### src/rtl/fft_frame_packer_if.sv
// rtl/fft_frame_packer_if.sv - sample input and FFT-side output bundle for fft_frame_packer
interface fft_frame_packer_if #(
   parameter int SW = 16
);
   logic                 en;
   logic                 sample_valid;
   logic signed [SW-1:0] sample_in;
   logic                 next;
   logic [63:0]          i0;
   logic [63:0]          i1;
   logic                 busy;
   logic                 overrun;

   modport master (
      output en, sample_valid, sample_in,
      input  next, i0, i1, busy, overrun
   );

   modport slave (
      input  en, sample_valid, sample_in,
      output next, i0, i1, busy, overrun
   );
endinterface

### src/rtl/fft_frame_packer.sv
// rtl/fft_frame_packer.sv - ping-pong sample banks streamed as complex pairs to an FFT
module fft_frame_packer #(
   parameter int SW   = 16,
   parameter int N    = 32,
   parameter int LEAD = 6
) (
   input  logic              clk,
   input  logic              rst,
   fft_frame_packer_if.slave bus
);
   localparam int IW = $clog2(N);
   localparam int KW = $clog2(N / 2 + 1);
   localparam int CW = $clog2(LEAD) + 1;

   typedef enum logic [1:0] {IDLE, LEADIN, STREAM} state_t;

   state_t        state_q, state_d;
   logic [CW-1:0] cnt_q, cnt_d;
   logic [KW-1:0] k_q, k_d;
   logic          rbank_q, rbank_d;
   logic          wbank_q, wbank_d;
   logic [IW-1:0] widx_q, widx_d;
   logic [1:0]    pend_q, pend_d;
   logic          next_q, next_d;
   logic [63:0]   i0_q, i0_d;
   logic [63:0]   i1_q, i1_d;
   logic          busy_q, busy_d;
   logic          overrun_q, overrun_d;
   logic [SW-1:0] mem_q [2][N];

   logic          take, take_bank, free_now, load;
   logic [IW-2:0] pk;
   logic          we, wb, full, other_free;
   logic [IW-1:0] wi;

   function automatic logic [63:0] pack(input logic [SW-1:0] s);
      return {32'd0, {(32 - SW){s[SW-1]}}, s};
   endfunction

   // Read side: a pending bank is either the swapped-out bank or a full write bank stalled at the wrap.
   always_comb begin
      state_d   = state_q;
      cnt_d     = cnt_q;
      k_d       = k_q;
      rbank_d   = rbank_q;
      next_d    = 1'b0;
      i0_d      = '0;
      i1_d      = '0;
      take      = 1'b0;
      take_bank = ~wbank_q;
      free_now  = 1'b0;
      load      = 1'b0;
      pk        = '0;
      unique case (state_q)
         IDLE: begin
            if (pend_q[~wbank_q]) begin
               take      = 1'b1;
               take_bank = ~wbank_q;
            end else if (pend_q[wbank_q]) begin
               take      = 1'b1;
               take_bank = wbank_q;
            end
         end
         LEADIN: begin
            if (cnt_q == CW'(LEAD - 1)) begin
               state_d = STREAM;
               load    = 1'b1;
               k_d     = KW'(1);
            end else begin
               cnt_d = cnt_q + CW'(1);
            end
         end
         STREAM: begin
            if (k_q == KW'(N / 2)) begin
               free_now = 1'b1;
               if (pend_q[~rbank_q]) begin
                  take      = 1'b1;
                  take_bank = ~rbank_q;
               end else begin
                  state_d = IDLE;
               end
            end else begin
               load = 1'b1;
               pk   = k_q[IW-2:0];
               k_d  = k_q + KW'(1);
            end
         end
         default: state_d = IDLE;
      endcase
      if (load) begin
         i0_d = pack(mem_q[rbank_q][{pk, 1'b0}]);
         i1_d = pack(mem_q[rbank_q][{pk, 1'b1}]);
      end
      if (take) begin
         state_d = LEADIN;
         next_d  = 1'b1;
         cnt_d   = '0;
         rbank_d = take_bank;
      end
      busy_d = (state_d != IDLE);
   end

   // Write side: taking the stalled write bank hands the freed bank back to the writer.
   always_comb begin
      wb         = wbank_q;
      wi         = widx_q;
      full       = pend_q[wbank_q];
      pend_d     = pend_q;
      overrun_d  = overrun_q;
      we         = 1'b0;
      if (take) begin
         pend_d[take_bank] = 1'b0;
      end
      if (take && take_bank == wbank_q) begin
         wb   = ~wbank_q;
         wi   = '0;
         full = 1'b0;
      end
      wbank_d    = wb;
      widx_d     = wi;
      other_free = !pend_q[~wb] && (state_q == IDLE || rbank_q != ~wb || free_now);
      if (!bus.en) begin
         if (!full) begin
            widx_d = '0;
         end
      end else if (bus.sample_valid) begin
         if (full) begin
            overrun_d = 1'b1;
         end else begin
            we = 1'b1;
            if (wi == IW'(N - 1)) begin
               pend_d[wb] = 1'b1;
               if (other_free) begin
                  wbank_d = ~wb;
                  widx_d  = '0;
               end
            end else begin
               widx_d = wi + IW'(1);
            end
         end
      end
   end

   always_ff @(posedge clk or posedge rst) begin
      if (rst) begin
         state_q   <= IDLE;
         cnt_q     <= '0;
         k_q       <= '0;
         rbank_q   <= 1'b0;
         wbank_q   <= 1'b0;
         widx_q    <= '0;
         pend_q    <= '0;
         next_q    <= 1'b0;
         i0_q      <= '0;
         i1_q      <= '0;
         busy_q    <= 1'b0;
         overrun_q <= 1'b0;
      end else begin
         state_q   <= state_d;
         cnt_q     <= cnt_d;
         k_q       <= k_d;
         rbank_q   <= rbank_d;
         wbank_q   <= wbank_d;
         widx_q    <= widx_d;
         pend_q    <= pend_d;
         next_q    <= next_d;
         i0_q      <= i0_d;
         i1_q      <= i1_d;
         busy_q    <= busy_d;
         overrun_q <= overrun_d;
      end
   end

   always_ff @(posedge clk) begin
      if (we) begin
         mem_q[wb][wi] <= bus.sample_in;
      end
   end

   assign bus.next    = next_q;
   assign bus.i0      = i0_q;
   assign bus.i1      = i1_q;
   assign bus.busy    = busy_q;
   assign bus.overrun = overrun_q;
endmodule
### src/flat_wrapper.sv
// flat-port wrapper written by rule: the top's interface ports become plain ports
module fft_frame_packer_flat 
#(
   parameter int SW   = 16,
   parameter int N    = 32,
   parameter int LEAD = 6
)
  (clk, rst, bus_en, bus_sample_valid, bus_sample_in, bus_next, bus_i0, bus_i1, bus_busy, bus_overrun);
  fft_frame_packer_if #(.SW(SW)) bus_i ();
  input  logic clk;
  input  logic rst;
  input wire logic [$bits(bus_i.en)-1:0] bus_en;
  input wire logic [$bits(bus_i.sample_valid)-1:0] bus_sample_valid;
  input wire logic [$bits(bus_i.sample_in)-1:0] bus_sample_in;
  output wire logic [$bits(bus_i.next)-1:0] bus_next;
  output wire logic [$bits(bus_i.i0)-1:0] bus_i0;
  output wire logic [$bits(bus_i.i1)-1:0] bus_i1;
  output wire logic [$bits(bus_i.busy)-1:0] bus_busy;
  output wire logic [$bits(bus_i.overrun)-1:0] bus_overrun;
  assign bus_i.en = bus_en;
  assign bus_i.sample_valid = bus_sample_valid;
  assign bus_i.sample_in = bus_sample_in;
  assign bus_next = bus_i.next;
  assign bus_i0 = bus_i.i0;
  assign bus_i1 = bus_i.i1;
  assign bus_busy = bus_i.busy;
  assign bus_overrun = bus_i.overrun;
  fft_frame_packer #(.SW(SW), .N(N), .LEAD(LEAD)) u_core (.clk(clk), .rst(rst), .bus(bus_i));
endmodule
### config.mk
export PLATFORM = sky130hd
export DESIGN_NAME = fft_frame_packer_flat
export DESIGN_NICKNAME = d
export VERILOG_FILES = /design/src/rtl/fft_frame_packer_if.sv /design/src/rtl/fft_frame_packer.sv /design/src/flat_wrapper.sv
export SDC_FILE = /design/constraint.sdc
export NUM_CORES = 1
export LEC_CHECK = 0
export BUFFER_PORTS_ARGS = -buffer_cell sky130_fd_sc_hd__clkbuf_2
export CAP_MARGIN = 20
export CORE_UTILIZATION = 50
export CTS_CLUSTER_DIAMETER = 150
export DETAILED_ROUTE_END_ITERATION = 7
export GPL_TIMING_DRIVEN = 0
export PLACE_DENSITY = 0.69
export SETUP_SLACK_MARGIN = 0.4
export SLEW_MARGIN = 20
export SYNTH_ARGS = -nofsm -noshare
export SYNTH_HDL_FRONTEND = slang
export SYNTH_SLANG_ARGS = --single-unit
### constraint.sdc
create_clock -name clk -period 4.27 [get_ports clk]
set_clock_uncertainty 0.15 [all_clocks]
set_input_delay 0.2135 -clock clk [delete_from_list [all_inputs] [get_ports clk]]
set_output_delay 0.2135 -clock clk [all_outputs]
set_load 0.03 [all_outputs]
==> flow_summary.toml, run 1 <==
[setup_path]
cp_max_fo = 10
cp-end-kind = "flip-flop"
ff2ff_setup_slack_ps = 470
startpoint_type = "flip-flop"
reg2reg_to = "u_core.bus.i0[30]"
r2r_cells = 10
r2r_start = "u_core.k_q[1]"
crit_required_ps = 4540
worstSetupPathType = "reg -> reg"
worstPathArrival_ps = 4070

[finish]
seq_area_sq_mm = 0.0321
layout.nets = 2436
fill_cells = 5830
multi_input_area_sq_mm = 0.00970
drive_above_1_share = 0.366
area_growth_pct = 17.7

[route]
routed_wl_mm = 101
met3WireLength_mm = 7.66
drc_errors = 0
drtIter0Drc = 2575
ant_nets = 0
vias = 22100
dr_wl_met2_mm = 49.8
highest_layer = "met4"
dr.pass1.iters = 5
wl_met1_mm = 39.3
via_per_inst = 6.09
drt-wirelength-per-cell_microns = 27.7

[min_path]
worstHoldPathCells = 1
worstHoldStart = "bus_sample_in[1]"
hold_end = "u_core.mem_q[1][225]"
hold_path_class = "in -> reg"

[sta]
worst_pin_slew_ps = 1160
post-route-period-util = 0.890
slew-limit-headroom = 0.229
setup_viol = 0
max_freq_mhz = 263
slew_violations = 0
fin_crit_ps = 3800
rsz0062_at_grt = "no"
hold_viol = 0
setup_slack_ps = 468

[placement]
dpl.hpwl_mm = 65.3
globalplace.congestion = 0.921
pre_cts_slack_ps = -90.9
io_buffer_count = 86

[global_route]
globalRouteOverflowTotal = 0
grt_pass1_wl_mm = 147
grt_max_degree = 65
grtUsageTotal = 0.238
antenna_found_initial = 4
grt_pass1_vias = 22100

[logic_synthesis]
syn-cell-area_sq_mm = 0.0423
synth_cell_types = 72
ys_seq_area_frac = 0.760
synth_edf_count = 1024
ys_ff_latch = 1079
synth-main-ff-cell = "edfxtp_1"
syn_area_per_cell_sq_um = 21.1
yosys_warnings = 0
synthCells = 2004
async_flop_share = 0.0510

[cts]
clock_latency_ps = 670
clock_sinks = 1079
cts_tree = "done"
cts.clk_slew.worst_paths_ps = 70
cts_htree_levels = 3
ctsLongestPathBuffers = 3
root_buffer = "clkbuf_16"
numCtsBuffers = 104

[power]
switching_share = 0.201
switching_power_uw = 4210
vdd_ir_drop_max_uv = 377
power.density_mw_per_mm2 = 422
p_leak_uw = 0.0168
clockPowerShare = 0.426
finalPower_uw = 21000
p_seq_frac = 0.553
intPower_uw = 16800
pwr-share-comb = 0.021

[floorplan]
core_region_area_sq_mm = 0.0837
rows = 106
io_pins = 151
die_w_microns = 293
chipHeight_microns = 293
initial_core_util = 0.505
die_area_sq_mm = 0.0857

[run]
maxCapViolCount = 0

[run_status]
outcome = "finished clean"
## layout make-up
class                   instances  area share
flip-flops and latches       1079       0.646
multi-input cells             768       0.195
clock buffers                 140      0.0581
repair buffers                233      0.0369
well taps                    1134      0.0285
plain buffers                 205      0.0261
clock inverters                51     0.00847
inverters                      15     0.00123
diodes                          2    0.000101
## sequential cells by signal (all words and copies together), names as in the netlist
register,flops
u_core.mem_q,1024
u_core.bus.i0,16
u_core.bus.i1,16
u_core.k_q,5
u_core.widx_q,5
u_core.cnt_q,4
u_core.pend_q,2
u_core.state_q,2
u_core.bus.busy,1
u_core.bus.next,1
u_core.bus.overrun,1
u_core.rbank_q,1
u_core.wbank_q,1
## metrics by stage
step | TNS (ps) | cell area [sq um] | utilization | instances | hold WS, ps
final | 0 | 49800 | 0.595 | 3627 | 162
after global routing | 0 | 49800 | 0.595 | 3625 | 183
after CTS | 0 | 49600 | 0.592 | 3615 | 143
after detailed placement | -1890 | 45600 | 0.545 | 3376 | 31.4
after global placement | -697060 | 44400 | 0.530 | 3287 | 382
after floorplan | 0 | 42500 | - | 2067 | 162
## critical path: stages (launching register included)
cell and delay [ps]:
dfrtp_2 470, inv_1 70, ha_1 230, and4bb_1 240, buf_6 150, nor3_2 190
buf_2 450, buf_2 450, mux4_2 380, a22oi_1 420, nand4_1 350
## layer usage
metal / vias up / global-route usage
met5: - / 0
met1: 11600 / 0.330
met2: 1216 / 0.390
li1: 9072 / -
met3: 219 / 0.0295
met4: 0 / 0.0871
## worst max-delay path by stage
| stage | slack [ps] | cells after the start | end | from |
|---|---|---|---|---|
| global placement | -1310 | 10 | u_core.mem_q[1][165] | u_core.state_q[0] |
| detailed placement | -90 | 10 | u_core.mem_q[1][181] | u_core.state_q[0] |
| CTS | 260 | 11 | u_core.mem_q[0][392] | u_core.state_q[0] |
| global route | 370 | 13 | u_core.mem_q[1][390] | u_core.state_q[1] |
| floorplan | 320 | 11 | u_core.mem_q[1][100] | u_core.state_q[1] |
| finish | 470 | 10 | u_core.bus.i0[30] | u_core.k_q[1] |
## synth_stat cells, drive strengths merged (2+ instances only)
library cell,n,area [sq um]
nor4b,3,26.3
and3,2,12.5
o211ai,4,43.8
a22o,36,315
and4bb,2,25.0
clkbuf,34,128
o31ai,2,15.0
nand2,22,82.6
nor3,68,432
nor2b,5,31.3
a211oi,3,32.5
nand3,51,255
a21o,4,30.0
a21oi,43,219
or2,3,18.8
a21boi,4,33.8
mux4,256,5770
a221oi,2,17.5
inv,15,56.3
or4,2,15.0
ha,10,125
a22oi,64,480
nor4,4,40.0
mux2i,2,20.0
o22ai,2,12.5
nor2,15,58.8
edfxtp,1024,30700
o21ai,18,90.1
and2,3,18.8
nand3b,6,45.0
buf,171,1130
or3,3,18.8
nand2b,6,40.0
dfrtp,55,1380
nand4,38,268
## cell families after synthesis
group / share of synthesized area
flip-flops: 0.760
multiplexers: 0.137
AND/OR/NAND/NOR: 0.0350
buffers and inverters: 0.0311
AO/OA/AOI/OAI: 0.0335
adder cells (fa/ha/maj): 0.00296
other: 0.0000887
XOR/XNOR: 0.000207
## cell usage in the layout (no fill, tap or decap), types with 49 or more instances in the layout
| master | count |
|---|---|
| edfxtp_1 | 1024 |
| mux4_2 | 256 |
| buf_4 | 213 |
| clkbuf_16 | 106 |
| clkbuf_2 | 75 |
| a22oi_1 | 64 |
| conb_1 | 64 |
| clkbuf_1 | 55 |
| dfrtp_1 | 54 |
| buf_2 | 49 |
## repair_timing
action | CTS | global route
setup endpoints to repair | 759 | 640
buffers inserted | 43 | 9
gates resized for setup | 35 | 25
pin swaps | 27 | 4
endpoints found under the hold margin | 60 | 0
gates cloned | 0 | 0
hold buffers | 5 | 0
## power groups by stage
stage	sequential [uW]	combinational [uW]	clock [uW]
3_3_place_gp	11800	360	0
2_1_floorplan	11800	179	0
3_5_place_dp	11800	408	0
5_1_grt	11600	466	9400
6_report	11600	443	8950
4_1_cts	11600	430	9020
No activity file was read; power rests on OpenSTA's default activity.
==> inputs of run 2 (changes only) <==
--- a/config.mk
+++ b/config.mk
@@ -7,6 +7,7 @@
 export LEC_CHECK = 0
 export BUFFER_PORTS_ARGS = -buffer_cell sky130_fd_sc_hd__clkbuf_2
 export CAP_MARGIN = 20
+export CORE_ASPECT_RATIO = 1.75
 export CORE_UTILIZATION = 50
 export CTS_CLUSTER_DIAMETER = 150
 export DETAILED_ROUTE_END_ITERATION = 7
==> run 2 against run 1 <==
Routed wire length decreased by 3.5%. Combinational power increased by 3%. Non-clock buffer count increased by 17. Final cell count decreased by 2.5%. Count of clock-buffer cells in the layout decreased by 32. Via count decreased by 3.9%. Fmax increased by 0.62%. First-iteration DRC count decreased by 20%. Worst setup slack improved by 24 ps. Worst hold slack got worse by 60 ps.
==> flow_summary.toml, run 2 (synthesized netlist as in run 1, its figures left out) <==
[global_route]
grt_pass1_vias = 22100
grt_max_degree = 65
busiest_layer = "met2"
globalRouteOverflowTotal = 0
grt.met3_usage = 0.0337
use_met2 = 0.432
grt_pass1_wl_mm = 143
use_met1 = 0.259
grtUsageTotal = 0.230
antenna_found_initial = 1

[finish]
final_cell_mix = "1024 x edfxtp_1, 256 x mux4_2, 234 x buf_4"
fill_cells = 5850
drive_above_1_share = 0.362
layout_commonest_cell = "edfxtp_1"
regMostFlops = "u_core.mem_q"
diodes = 0
layout.nets = 2437
largest_reg_flops = 1024
area_growth_pct = 17.0

[power]
pwr-share-comb = 0.023
clockPowerShare = 0.404
intPower_uw = 16200
switching_share = 0.198
finalPower_uw = 20200
p_leak_uw = 0.0168
vdd_ir_drop_max_uv = 293
p_seq_frac = 0.574
switching_power_uw = 4010
power.density_mw_per_mm2 = 409

[sta]
tns_ps = 0
fin_crit_ps = 3780
slew-limit-headroom = 0.244
max_freq_mhz = 265
worst_pin_slew_ps = 1130
setup_viol = 0
slew_violations = 0
hold_viol = 0
post-route-period-util = 0.885
rsz0062_at_grt = "yes"

[placement]
globalplace.congestion = 0.848
io_buffer_count = 86
dpl.hpwl_mm = 66.2

[setup_path]
r2r_cells = 10
worst_path_max_delay_cell = "clkbuf_1"
crit_chain = "inv_1 > ha_1 > and4bb_1 > buf_6 > nor3_4 > clkbuf_1 > mux4_2 > a22o_1 > a21oi_1 > nand4_1"
crit_required_ps = 4550
r2r_start = "u_core.k_q[0]"
critPathMaxStageDelay_ps = 680
cp-end-kind = "flip-flop"
cp-startpoint = "u_core.k_q[0]"
startpoint_type = "flip-flop"
worstPathArrival_ps = 4060
worstSetupPathType = "reg -> reg"
cp_max_fo = 10

[cts]
cts.clk_slew.worst_paths_ps = 70
clock_latency_ps = 680
numCtsBuffers = 88
cts_htree_levels = 3
clock_sinks = 1079
root_buffer = "clkbuf_16"
ctsLongestPathBuffers = 3
cts_tree = "done"

[min_path]
hold_path_class = "in -> reg"
worstHoldStart = "bus_sample_in[3]"
worstHoldPathCells = 1

[floorplan]
rows = 140
io_pins = 151
core_region_area_sq_mm = 0.0834
chipHeight_microns = 387
die_area_sq_mm = 0.0857
initial_core_util = 0.507
die_w_microns = 222

[route]
dr.pass1.iters = 5
via_per_inst = 6.00
routed_wl_mm = 97.1
vias = 21200
drt-wirelength-per-cell_microns = 27.4
drtIter0Drc = 2055
ant_nets = 0
drc_errors = 0

[run]
maxCapViolCount = 0

[run_status]
outcome = "finished clean"
-- run 2: path summary, 6_finish.rpt --
check	slack (ps)	to
worst max-delay path	490	u_core.bus.i0[10]
min in group asynchronous	430	u_core.bus.i1[7]
worst max register to register	490	u_core.bus.i0[10]
max in group asynchronous	3020	u_core.bus.i0[6]
worst min register to register	330	u_core.bus.overrun
worst min-delay path	100	u_core.mem_q[0][51]
-- run 2: per-layer routing --
metal	wire, microns	vias to the layer above
met5	13	-
met4	3400	2
met3	5610	174
met2	54600	881
met1	33500	11100
li1	-	9050
-- run 2: per-stage QoR --
step	area, sq um	hold WS, ps	instances	utilization	worst slack [ps]
floorplan	42500	162	2067	-	319
global route	49500	99.5	3537	0.593	325
detailed placement	45300	-41.2	3291	0.544	-176
CTS	49100	53.5	3504	0.589	371
global placement	44300	314	3218	0.531	-1290
finish	49500	101	3537	0.593	492
-- run 2: area by class of cell --
| class | instances | area (sq um) | area share |
|---|---|---|---|
| plain buffers | 205 | 1290 | 0.0261 |
| clock buffers | 108 | 2350 | 0.0475 |
| clock inverters | 47 | 510 | 0.0103 |
| inverters | 15 | 58.8 | 0.00119 |
| multi-input cells | 768 | 9780 | 0.198 |
| flip-flops and latches | 1079 | 32100 | 0.650 |
| well taps | 1065 | 1330 | 0.0269 |
| repair buffers | 250 | 2010 | 0.0407 |
-- run 2: power by group through the flow --
| stage | Sequential, uW | Clock [uW] | Combinational, uW |
|---|---|---|---|
| 6_report | 11600 | 8160 | 457 |
| 5_1_grt | 11600 | 8650 | 482 |
| 4_1_cts | 11600 | 8290 | 439 |
| 3_5_place_dp | 11800 | 0 | 410 |
| 3_3_place_gp | 11800 | 0 | 354 |
| 2_1_floorplan | 11800 | 0 | 179 |
-- run 2: repair_timing --
item	4_1_cts	5_1_grt
resized for setup	52	20
endpoints found under the setup margin	889	601
pin swaps	32	7
hold endpoints to repair	61	265
buffers inserted	53	25
hold buffers	5	7
-- run 2: critical path, delay by kind of cell, from the launching register on --
kind / cells / cell delay, ps
adder cells (fa/ha/maj): 1 / 270
AND/OR/NAND/NOR: 3 / 860
multiplexers: 1 / 430
buffers and inverters: 3 / 950
AO/OA/AOI/OAI: 2 / 480
flip-flops: 1 / 390
